$ cat src/rtl/spi_resp_pkg.sv
// Shared types and widths for the dual-I/O SPI read responder.
package spi_resp_pkg;

    localparam int unsigned ADDR_W         = 24;
    localparam int unsigned WADDR_W        = 22;
    localparam int unsigned DATA_W         = 32;
    localparam int unsigned ADDR_PAIRS     = ADDR_W / 2;
    localparam logic [7:0]  CMD_DEFAULT    = 8'hBB;

    typedef enum logic [2:0] {
        ST_IDLE,
        ST_CMD,
        ST_ADDR,
        ST_DUMMY,
        ST_DATA,
        ST_IGNORE
    } state_e;

    // Pair idx of a word: byte idx/4 (LSB byte first), bits MSB-first within the byte.
    function automatic logic [1:0] pair_sel(input logic [DATA_W-1:0] w, input logic [3:0] idx);
        logic [7:0] b;
        b = w[{idx[3:2], 3'b000} +: 8];
        case (idx[1:0])
            2'd0:    return b[7:6];
            2'd1:    return b[5:4];
            2'd2:    return b[3:2];
            default: return b[1:0];
        endcase
    endfunction

endpackage

$ cat src/rtl/spi_sck_sync.sv
// Two-flop synchronizers for SCK, CSn and IO pads plus SCK/CS edge detection.
module spi_sck_sync (
    input  logic       clk_i,
    input  logic       resetq_i,
    input  logic       sck_i,
    input  logic       csn_i,
    input  logic [1:0] io_i,
    output logic [1:0] io_o,
    output logic       sck_rise_o,
    output logic       sck_fall_o,
    output logic       cs_fall_o,
    output logic       cs_rise_o
);

    // [0] metastable stage, [1] synchronized, [2] previous synchronized value
    logic [2:0] sck_q;
    logic [2:0] csn_q;
    logic [1:0] io_meta_q;
    logic [1:0] io_q;

    always_ff @(posedge clk_i or negedge resetq_i) begin
        if (!resetq_i) begin
            sck_q     <= '0;
            csn_q     <= '1;
            io_meta_q <= '0;
            io_q      <= '0;
        end else begin
            sck_q     <= {sck_q[1:0], sck_i};
            csn_q     <= {csn_q[1:0], csn_i};
            io_meta_q <= io_i;
            io_q      <= io_meta_q;
        end
    end

    assign io_o       = io_q;
    assign sck_rise_o =  sck_q[1] & ~sck_q[2] & ~csn_q[1];
    assign sck_fall_o = ~sck_q[1] &  sck_q[2] & ~csn_q[1];
    assign cs_fall_o  =  csn_q[2] & ~csn_q[1];
    assign cs_rise_o  = ~csn_q[2] &  csn_q[1];

endmodule

$ cat src/rtl/spi_dual_responder.sv
// Dual-I/O (opcode BBh) SPI read responder fetching 32-bit words from memory.
// Define SPI_RESP_BURST_EN to stream consecutive words while CS stays low.
module spi_dual_responder
    import spi_resp_pkg::*;
#(
    parameter int unsigned DUMMY_CYCLES  = 4,
    parameter logic [7:0]  CMD_DUAL_READ = CMD_DEFAULT
) (
    input  logic               clk,
    input  logic               resetq,
    input  logic               spi_sck,
    input  logic               spi_csn,
    input  logic [1:0]         spi_io_in,
    output logic [1:0]         spi_io_out,
    output logic [1:0]         spi_io_oe,
    output logic               mem_rstrb,
    output logic [WADDR_W-1:0] mem_word_address,
    input  logic [DATA_W-1:0]  mem_rdata,
    input  logic               mem_rbusy,
    output logic               underrun
);

    logic [1:0] io_s;
    logic       sck_rise;
    logic       sck_fall;
    logic       cs_fall;
    logic       cs_rise;

    spi_sck_sync u_sync (
        .clk_i      (clk),
        .resetq_i   (resetq),
        .sck_i      (spi_sck),
        .csn_i      (spi_csn),
        .io_i       (spi_io_in),
        .io_o       (io_s),
        .sck_rise_o (sck_rise),
        .sck_fall_o (sck_fall),
        .cs_fall_o  (cs_fall),
        .cs_rise_o  (cs_rise)
    );

    state_e             state_q, state_d;
    logic [7:0]         cnt_q, cnt_d;
    logic [6:0]         cmd_q, cmd_d;
    logic [WADDR_W-1:0] addr_q, addr_d;
    logic [1:0]         out_q, out_d;
    logic               rstrb_q, rstrb_d;
    logic [WADDR_W-1:0] waddr_q, waddr_d;
    logic [DATA_W-1:0]  hold_q, hold_d;
    logic               hold_vld_q, hold_vld_d;
    logic               pend_q, pend_d;
    logic [DATA_W-1:0]  cur_q, cur_d;
    logic               cur_vld_q, cur_vld_d;
    logic               underrun_q, underrun_d;
    logic [7:0]         cmd_next;

    always_ff @(posedge clk or negedge resetq) begin
        if (!resetq) begin
            state_q    <= ST_IDLE;
            cnt_q      <= '0;
            cmd_q      <= '0;
            addr_q     <= '0;
            out_q      <= '0;
            rstrb_q    <= 1'b0;
            waddr_q    <= '0;
            hold_q     <= '0;
            hold_vld_q <= 1'b0;
            pend_q     <= 1'b0;
            cur_q      <= '0;
            cur_vld_q  <= 1'b0;
            underrun_q <= 1'b0;
        end else begin
            state_q    <= state_d;
            cnt_q      <= cnt_d;
            cmd_q      <= cmd_d;
            addr_q     <= addr_d;
            out_q      <= out_d;
            rstrb_q    <= rstrb_d;
            waddr_q    <= waddr_d;
            hold_q     <= hold_d;
            hold_vld_q <= hold_vld_d;
            pend_q     <= pend_d;
            cur_q      <= cur_d;
            cur_vld_q  <= cur_vld_d;
            underrun_q <= underrun_d;
        end
    end

    assign cmd_next = {cmd_q, io_s[0]};

    always_comb begin
        state_d    = state_q;
        cnt_d      = cnt_q;
        cmd_d      = cmd_q;
        addr_d     = addr_q;
        out_d      = out_q;
        rstrb_d    = 1'b0;
        waddr_d    = waddr_q;
        hold_d     = hold_q;
        hold_vld_d = hold_vld_q;
        pend_d     = pend_q;
        cur_d      = cur_q;
        cur_vld_d  = cur_vld_q;
        underrun_d = 1'b0;

        // Read data is valid from the cycle after the strobe once rbusy is low.
        if (pend_q && !rstrb_q && !mem_rbusy) begin
            hold_d     = mem_rdata;
            hold_vld_d = 1'b1;
            pend_d     = 1'b0;
        end

        case (state_q)
            ST_CMD: begin
                if (sck_rise) begin
                    cmd_d = cmd_next[6:0];
                    if (cnt_q == 8'd7) begin
                        cnt_d   = '0;
                        state_d = (cmd_next == CMD_DUAL_READ) ? ST_ADDR : ST_IGNORE;
                    end else begin
                        cnt_d = cnt_q + 8'd1;
                    end
                end
            end

            ST_ADDR: begin
                if (sck_rise) begin
                    addr_d = {addr_q[WADDR_W-3:0], io_s};
                    if (32'(cnt_q) == ADDR_PAIRS - 1) begin
                        // The final pair carries addr[1:0], which is not needed.
                        cnt_d      = '0;
                        rstrb_d    = 1'b1;
                        waddr_d    = addr_q;
                        pend_d     = 1'b1;
                        hold_vld_d = 1'b0;
                        state_d    = (DUMMY_CYCLES == 0) ? ST_DATA : ST_DUMMY;
                    end else begin
                        cnt_d = cnt_q + 8'd1;
                    end
                end
            end

            ST_DUMMY: begin
                if (sck_rise) begin
                    if (32'(cnt_q) == DUMMY_CYCLES - 1) begin
                        cnt_d   = '0;
                        state_d = ST_DATA;
                    end else begin
                        cnt_d = cnt_q + 8'd1;
                    end
                end
            end

            ST_DATA: begin
                if (sck_fall) begin
`ifndef SPI_RESP_BURST_EN
                    if (cnt_q == 8'd16) begin
                        out_d   = '0;
                        state_d = ST_IGNORE;
                    end else
`endif
                    begin
                        if (cnt_q[3:0] == 4'd0) begin
                            if (hold_vld_d) begin
                                cur_d      = hold_d;
                                cur_vld_d  = 1'b1;
                                hold_vld_d = 1'b0;
                                out_d      = pair_sel(hold_d, 4'd0);
                            end else begin
                                cur_vld_d  = 1'b0;
                                out_d      = '0;
                                underrun_d = 1'b1;
                            end
`ifdef SPI_RESP_BURST_EN
                            rstrb_d = 1'b1;
                            waddr_d = waddr_q + 22'd1;
                            pend_d  = 1'b1;
`endif
                        end else begin
                            out_d = cur_vld_q ? pair_sel(cur_q, cnt_q[3:0]) : 2'b00;
                        end
`ifdef SPI_RESP_BURST_EN
                        cnt_d = {4'b0000, cnt_q[3:0] + 4'd1};
`else
                        cnt_d = cnt_q + 8'd1;
`endif
                    end
                end
            end

            default: ;
        endcase

        if (cs_rise) begin
            state_d    = ST_IDLE;
            out_d      = '0;
            rstrb_d    = 1'b0;
            pend_d     = 1'b0;
            hold_vld_d = 1'b0;
            cur_vld_d  = 1'b0;
            underrun_d = 1'b0;
        end else if (cs_fall) begin
            state_d    = ST_CMD;
            cnt_d      = '0;
            out_d      = '0;
            rstrb_d    = 1'b0;
            pend_d     = 1'b0;
            hold_vld_d = 1'b0;
            cur_vld_d  = 1'b0;
        end
    end

    assign spi_io_out       = out_q;
    assign spi_io_oe        = (state_q == ST_DATA) ? 2'b11 : 2'b00;
    assign mem_rstrb        = rstrb_q;
    assign mem_word_address = waddr_q;
    assign underrun         = underrun_q;

endmodule

$ cat config.mk
export PLATFORM = sky130hd
export DESIGN_NAME = spi_dual_responder
export DESIGN_NICKNAME = d
export VERILOG_FILES = /design/src/rtl/spi_resp_pkg.sv /design/src/rtl/spi_sck_sync.sv /design/src/rtl/spi_dual_responder.sv
export SDC_FILE = /design/constraint.sdc
export NUM_CORES = 1
export LEC_CHECK = 0
export CAP_MARGIN = 20
export CORE_MARGIN = 2
export CORE_UTILIZATION = 61
export DETAILED_ROUTE_END_ITERATION = 10
export PLACE_DENSITY_LB_ADDON = 0.12
export SETUP_SLACK_MARGIN = 0.4
export SYNTH_ARGS = -nofsm -noshare
export SYNTH_HDL_FRONTEND = slang
export SYNTH_SLANG_ARGS = --single-unit
$ cat constraint.sdc
create_clock -name clk -period 3.69 [get_ports clk]
set_input_delay 0.9225 -clock clk [delete_from_list [all_inputs] [get_ports clk]]
set_output_delay 0.9225 -clock clk [all_outputs]
set_load 0.01 [all_outputs]
After elaboration in Yosys (flattened, before gate mapping)
Index checks and enable logic that the tools add are counted.
Cells by class
  add/sub/neg operators: 1
  equal/unequal tests: 20
  shifts and indexed selects: 1
  mux-type cells: 67
  bitwise logic cells: 11
  reduce and logical (&&, ||, !) cells: 17
Operators with widths (number)
  $mux 8: 10
  $mux 3: 11
  $mux 1: 32
  $mux 32: 1
  $ne 4x4->1 const B: 8
  $pmux 8 s4: 1
  $shiftx 32x6->8: 1
  $mux 2: 9
  $pmux 3 s4: 1
  $reduce_and 9->1: 1
  $reduce_bool 3->1: 3
  $add 8x1->8 const B: 1
  $eq 8x2->1 const B: 1
  $eq 8x3->1 const B: 1
  $eq 8x4->1 const B: 1
  $eq 8x5->1 const B: 1
  $eq 8x8->1 const B: 1
  $and 1x1->1: 6
  $eq 3x2->1 const B: 2
  $pmux 2 s3: 1
  $reduce_and 2->1: 3
  $reduce_bool 6->1: 1
  $not 1->1: 5
  $reduce_and 5->1: 1
  12 further kinds: 14
Storage, ports and cells
  bits in registers: 143
  bits of input ports: 39
  word-level logic and storage cells: 134

Depth between registers and ports, before layout
Gate-level depths: netlist of run 1.
  depth after elaboration: 11
  depth in mapped cells: 9
  mapped depth without buffers: 7

Modules after synthesis
Synthesis of run 1 repeated with hierarchy kept, for this count alone.
Unflattened totals
  cells, all modules: 445
  area total of the unflattened synthesis: 6125.9 µm²
By module, submodules not included
  spi_dual_responder: instances 1, cells each 431, area an instance 5844.4 µm², seq. area each 3328.2 µm²
  spi_sck_sync: instances 1, cells each 14, area an instance 281.5 µm², seq. area each 254.0 µm²

Least setup slack after synthesis of run 1
OpenSTA, ideal clock, no wires.
  kind: input -> register
  start point: in mem_rbusy
  end point: reg cur_q[17]
  setup time: 125 ps
  arrival time: 2224 ps
  path slack: 1341 ps
  stages: 6
  path through: nor3b_1 > nor2_1 > or2_1 > buf_6 > buf_6 > mux2_4
Between the ends
  cells in the longest elaborated chain, start to end: 4
  elaborated cells on any way between the ends: 5
  classes of those cells: mux: 2; reduce/logical: 3
RTL lines
  start, declared: RTL line spi_dual_responder.sv:19  | input logic mem_rbusy,
  $logic_not 1->1 (*): RTL line spi_dual_responder.sv:107  | if (pend_q && !rstrb_q && !mem_rbusy) begin
  $logic_and 1x1->1 (*): RTL line spi_dual_responder.sv:107
  $mux 1: RTL line spi_dual_responder.sv:107
  $reduce_and 5->1 (no line)
  end signal, assigned: RTL line spi_dual_responder.sv:83  | cur_q <= cur_d;
  end, declared: RTL line spi_dual_responder.sv:52  | logic [DATA_W-1:0] cur_q, cur_d;
Every way passes the cells marked *; elsewhere a longest branch is shown, timed or not.
A chain may end at the register's enable or synchronous reset.

Worst setup path after layout of run 1
  start point: reg state_q[0]
  end point: out spi_io_oe[1]
Between the ends
  cells in the longest elaborated chain, start to end: 2
RTL lines
  start, declared: RTL line spi_dual_responder.sv:42  | state_e state_q, state_d;
  start signal, assigned: RTL line spi_dual_responder.sv:73  | state_q <= state_d;
  $eq 3x3->1: RTL line spi_dual_responder.sv:214  | assign spi_io_oe = (state_q == ST_DATA) ? 2'b11 : 2'b00;
  $mux 2: RTL line spi_dual_responder.sv:214
  end, declared: RTL line spi_dual_responder.sv:15  | output logic [1:0] spi_io_oe,
No other way between the ends.

==> results_dict.tcl, run 1 <==
set metrics [dict create \
    status "finished, final reports clean" \
    start_kind "flip-flop" \
    htree_levels 4 \
    fin_nets 620 \
    cp_slowest_stage_delay_ns 0.57 \
    antenna_found_initial 0 \
    min_to "u_sync.io_o[0]" \
    holdWs_ns 0.348 \
    ys_types 58 \
    rr_worst_depth 5 \
    ant_nets 0 \
    critical_path.startpoint "state_q[0]" \
    fillCellCount 692 \
    grt.overflow.total 0 \
    power_leakage_uw 0.00366 \
    viasPerCell 5.70 \
    wl_met1_um 5770 \
    crit_chain "or3b_1 -> inv_2 -> clkdlybuf4s50_1" \
    rrSetupSlack_ns 0.91 \
    hold_class "reg -> reg" \
    clock_latency_ns 0.52 \
    grt_pass1_vias 4185 \
    hold_viol_final 0 \
    p_per_area_nw_per_um2 515 \
    setup_viol 0 \
    async_flop_share 1.00 \
    grt_max_degree 72 \
    final_common_cell "dfrtp_1" \
    route.met2.wl_um 6180 \
    io_pins 67 \
    multi_input_area_um2 2530 \
    dr_wl_met3_um 599 \
    synth_ff_type "dfrtp_1" \
    critPathKind "reg -> out" \
    cts_buffers 17 \
    maxSlewHeadroom 0.429 \
    ys_warn_count 0 \
    cts_tree "done" \
    regArea_um2 3580 \
    worst_slew_pin_slew_ns 0.856 \
    path_max_fanout 12 \
    die_x_um 106 \
    p_total_uw 3920 \
    drc_errors 0 \
    final_core_util 0.747 \
    row_count 37 \
    finalSetupTns_ns 0 \
    drt_iter0_markers 324 \
    vias 4112 \
    start_util 0.621 \
    required_ns 2.77 \
    syn_inst 512 \
    firstDrtPassIters 7 \
    cp.arrival_ns 2.31 \
    synth_top_area_frac 0.554 \
    timing.rr.start "state_q[1]" \
    ys_seq_area_frac 0.567 \
    cts-root-buf "clkbuf_8" \
    layout_min_cycle_time_ns 3.23 \
    gp_congestion 0.887 \
    num_antenna_cells 0 \
    clockBufferDepth 2 \
    hpwl_um 8160 \
    synth_nets 558 \
    rr_endpoint "mem_word_address[17]" \
    synth_edf_count 0 \
    synth-seq-cells 143 \
    cts_setup_buffers 0 \
    peakVddDrop_uv 271 \
    clkSinkCount 143 \
    drv_slew 0 \
    finalWirelength_um 12700 \
    cp-end-kind "output port" \
    fin_crit_sh 0.875 \
    core_um2 10200 \
    grt_pass1_wl_um 21100 \
    rsz0062_at_grt "no" \
    top_layer "met4" \
    synth_area_leaders "dfrtp_1 (55%), mux2_2 (12%), nand2_1 (6.4%), mux2_4 (4.5%), mux4_2 (2.9%)" \
    drv_cap 0 \
    cp_slowest_cell "clkdlybuf4s50_1" \
    drive_gt1_frac 0.253 \
    netlist_area_um2 6320 \
    min-delay-start "u_sync.io_meta_q[0]" \
    final_cell_mix "dfrtp_1 (139), nand2_1 (107), mux2_2 (67)" \
    die_h_um 106 \
    synth_top_cell_by_area "dfrtp_1" \
    syn_avg_cell_area_um2 12.3 \
    port_buffers 66 \
    cts_resized 1 \
    path_clk_slew_ns 0.06 \
    ctsHoldBuffers 0 \
    avgRoutedWirePerCell_um 17.6 \
    hold_depth 0 \
    grt_usage 0.246 \
    max_freq_ghz 0.310 \
    dieArea_um2 11200 \
    area_growth_pct 20.4 \
    skew_ns 0.00597 \
]
worst max path at each step:
stage | endpoint | slack, ns | cells after the start
floorplan | cur_q[17] | 1.34 | 6
global placement | cur_q[6] | 0.89 | 4
detailed placement | cur_q[7] | 0.84 | 4
CTS | spi_io_oe[1] | 0.46 | 3
global route | spi_io_oe[1] | 0.40 | 3
finish | spi_io_oe[1] | 0.46 | 3
logic make-up (layout without fill, tap and decap cells):
logic type / after synthesis / after routing / share of synthesized area
AO/OA/AOI/OAI: 55 / 55 / 0.0558
adder cells (fa/ha/maj): 7 / 7 / 0.0139
buffers and inverters: 35 / 109 / 0.0342
XOR/XNOR: 4 / 4 / 0.00554
flip-flops: 143 / 143 / 0.567
AND/OR/NAND/NOR: 173 / 173 / 0.129
multiplexers: 95 / 95 / 0.195
metal layers:
layer,track usage,vias up
li1,-,1911
met1,0.344,2074
met2,0.382,112
met3,0.0569,15
met4,0.0912,0
met5,0,-
registers in the layout, indices dropped and copies added (netlist names), 2 cells and up:
| signal | flops |
|---|---|
| u_sync.io_meta_q | 2 |
| cnt_q | 8 |
| spi_io_out | 2 |
| cur_q | 32 |
| addr_q | 22 |
| u_sync.io_o | 2 |
| state_q | 3 |
| u_sync.csn_q | 3 |
| u_sync.sck_q | 3 |
| cmd_q | 7 |
| hold_q | 32 |
| mem_word_address | 22 |
worst max-delay path: cells and delay by family, from the launching register on:
kind / cells / cell delay (ns)
buf+inv: 2 / 0.76
flops: 1 / 0.52
simple gates: 1 / 0.50
stage by stage:
stage	cells	instance area [µm²]	setup slack, ns
2_1_floorplan	512	6320	1.34
3_3_place_gp	691	7030	0.891
3_5_place_dp	691	7030	0.841
4_1_cts	722	7610	0.460
5_1_grt	722	7610	0.404
6_report	722	7610	0.462
cell type report:
type / instances / area share
clock inverter: 11 / 0.0186
tap: 136 / 0.0224
timing repair buffer: 71 / 0.0952
sequential: 143 / 0.471
multi-input combinational: 334 / 0.332
inverter: 7 / 0.00345
clock buffer: 20 / 0.0572
Yosys cell counts (5+ instances only):
cell type,instances
ha_1,7
mux2_4,19
dfrtp_1,140
a21oi_1,12
mux2_2,67
a211oi_1,5
nor3_1,7
o21ai_0,15
inv_1,7
mux4_2,8
clkbuf_1,12
buf_6,6
nand2_1,107
nor2_1,16
power by group:
part / total, µW / leakage [µW] / internal [µW] / switching (µW)
Combinational: 477 / 0.00147 / 212 / 264
Sequential: 1770 / 0.00192 / 1670 / 99.4
Clock: 1670 / 0.000277 / 1040 / 629
Total: 3920 / 0.00366 / 2920 / 993
No activity file was read; power rests on OpenSTA's default activity.
==> run 2: changes to the inputs <==
--- a/config.mk
+++ b/config.mk
@@ -6,7 +6,6 @@
 export NUM_CORES = 1
 export LEC_CHECK = 0
 export CAP_MARGIN = 20
-export CORE_MARGIN = 2
 export CORE_UTILIZATION = 61
 export DETAILED_ROUTE_END_ITERATION = 10
 export PLACE_DENSITY_LB_ADDON = 0.12
==> results_dict.tcl, run 2 (same netlist as run 1, synthesis figures left out) <==
set metrics [dict create \
    layout_min_cycle_time_ns 3.14 \
    grt.overflow.total 0 \
    power_leakage_uw 0.00365 \
    clkSinkCount 143 \
    vias 4089 \
    fillCellCount 647 \
    num_antenna_cells 0 \
    setup_viol 0 \
    cts_tree "done" \
    grt_pass1_vias 4271 \
    status "finished, final reports clean" \
    drv_slew 0 \
    row_count 36 \
    stdcell_count 720 \
    maxSlewHeadroom 0.447 \
    gp_congestion 0.947 \
    finalSetupTns_ns 0 \
    swShare 0.258 \
    final_common_cell "dfrtp_1" \
    max_freq_ghz 0.318 \
    rsz0062_at_grt "no" \
    placed_area_um2 7010 \
    cts_buffers 17 \
    final_area_um2 7590 \
    p_per_area_nw_per_um2 509 \
    hpwl_um 8100 \
    path_max_fanout 12 \
    die_x_um 104 \
    htree_levels 4 \
    viasPerCell 5.68 \
    start_kind "flip-flop" \
    grt_max_degree 78 \
    io_pins 67 \
    port_buffers 66 \
    p_sw_uw 999 \
    crit_chain "or3b_1 -> inv_2 -> clkdlybuf4s50_1" \
    drc_errors 0 \
    internal_power_uw 2870 \
    clock_latency_ns 0.52 \
    fin_crit_sh 0.851 \
    cp-end-kind "output port" \
    drive_gt1_frac 0.259 \
    p_clk_frac 0.421 \
    p_seq_frac 0.457 \
    skew_ns 0.0108 \
    start_util 0.638 \
    path_clk_slew_ns 0.06 \
    dieArea_um2 10800 \
    setup_ws_ns 0.549 \
    combPwrFrac 0.122 \
    peakVddDrop_uv 312 \
    final_cell_mix "dfrtp_1 (137), nand2_1 (107), mux2_2 (67)" \
    area_growth_pct 20.1 \
    firstDrtPassIters 4 \
    finalWirelength_um 12400 \
    grt_pass1_wl_um 21300 \
    cts-root-buf "clkbuf_8" \
    required_ns 2.77 \
    cp_slowest_stage_delay_ns 0.56 \
    hold_viol_final 0 \
    dp.cells 688 \
    critPathKind "reg -> out" \
    place_ws_ns 0.833 \
    cp_slowest_cell "clkdlybuf4s50_1" \
    drv_cap 0 \
    worst_slew_pin_slew_ns 0.830 \
    drt_iter0_markers 217 \
    antenna_found_initial 0 \
    fin_nets 620 \
    ant_nets 0 \
    grt_usage 0.258 \
    clockBufferDepth 2 \
    hold_class "reg -> reg" \
    cp.arrival_ns 2.22 \
    core_um2 9910 \
    avgRoutedWirePerCell_um 17.2 \
    top_regs "cur_q (32), hold_q (32)" \
    die_h_um 104 \
    holdWs_ns 0.353 \
]
## run 2: changes by cell type in the layout (fill, tap and decap cells not counted), sizes merged
cell	delta
clkinv	+1
inv	+1
bufinv	-1
clkbuf	-1
clkinvlp	+1
## run 2: final cells by class
type / instances / area, µm² / share of cell area
Clock buffer: 19 / 432 / 0.0569
Tap cell: 133 / 166 / 0.0219
Multi-Input combinational cell: 334 / 2530 / 0.333
Clock inverter: 13 / 140 / 0.0185
Inverter: 7 / 26.3 / 0.00346
Sequential cell: 143 / 3590 / 0.472
Timing Repair Buffer: 71 / 712 / 0.0938
## run 2: path summary, 6_finish.rpt
| path | start | cells after the start | slack [ns] | end |
|---|---|---|---|---|
| max in group asynchronous | resetq | 2 | 2.51 | u_sync.csn_q[0] |
| min reg2reg | u_sync.io_meta_q[1] | 0 | 0.35 | u_sync.io_o[1] |
| max | state_q[0] | 3 | 0.55 | spi_io_oe[0] |
| max reg2reg | state_q[0] | 5 | 1.06 | mem_word_address[10] |
| min in group asynchronous | resetq | 1 | 0.41 | addr_q[9] |
| min | u_sync.io_meta_q[1] | 0 | 0.35 | u_sync.io_o[1] |
## run 2: power groups by stage
stage          logic, µW  registers, µW  clock network, µW
3_3_place_gp         453           1790                  0
6_report             472           1770               1630
3_5_place_dp         463           1790                  0
2_1_floorplan        335           1740                  0
4_1_cts              472           1760               1660
5_1_grt              525           1780               1730
## run 2: metal layers
layer  share of wire  global-route usage  wire (µm)
met5               0                   0          0
met4          0.0098              0.0847        121
met3           0.052              0.0654        642
met2            0.48               0.393       5960
met1            0.46               0.368       5690
## run 2: through the flow
step                      utilization  total power, µW
after floorplan                     -             2080
after global routing            0.766             4040
after global placement          0.708             2240
after CTS                       0.766             3890
after detailed placement        0.708             2250
final                           0.766             3860
## run 2: what timing repair did
item,CTS,global route
hold buffers,0,0
endpoints found under the setup margin,2,2
setup buffers,0,0
resized for setup,2,2
## run 2: critical path: cells and delay by family (launching register included)
family	cells	cell delay [ns]
AND/OR/NAND/NOR	1	0.47
buffers and inverters	2	0.74
flip-flops	1	0.49
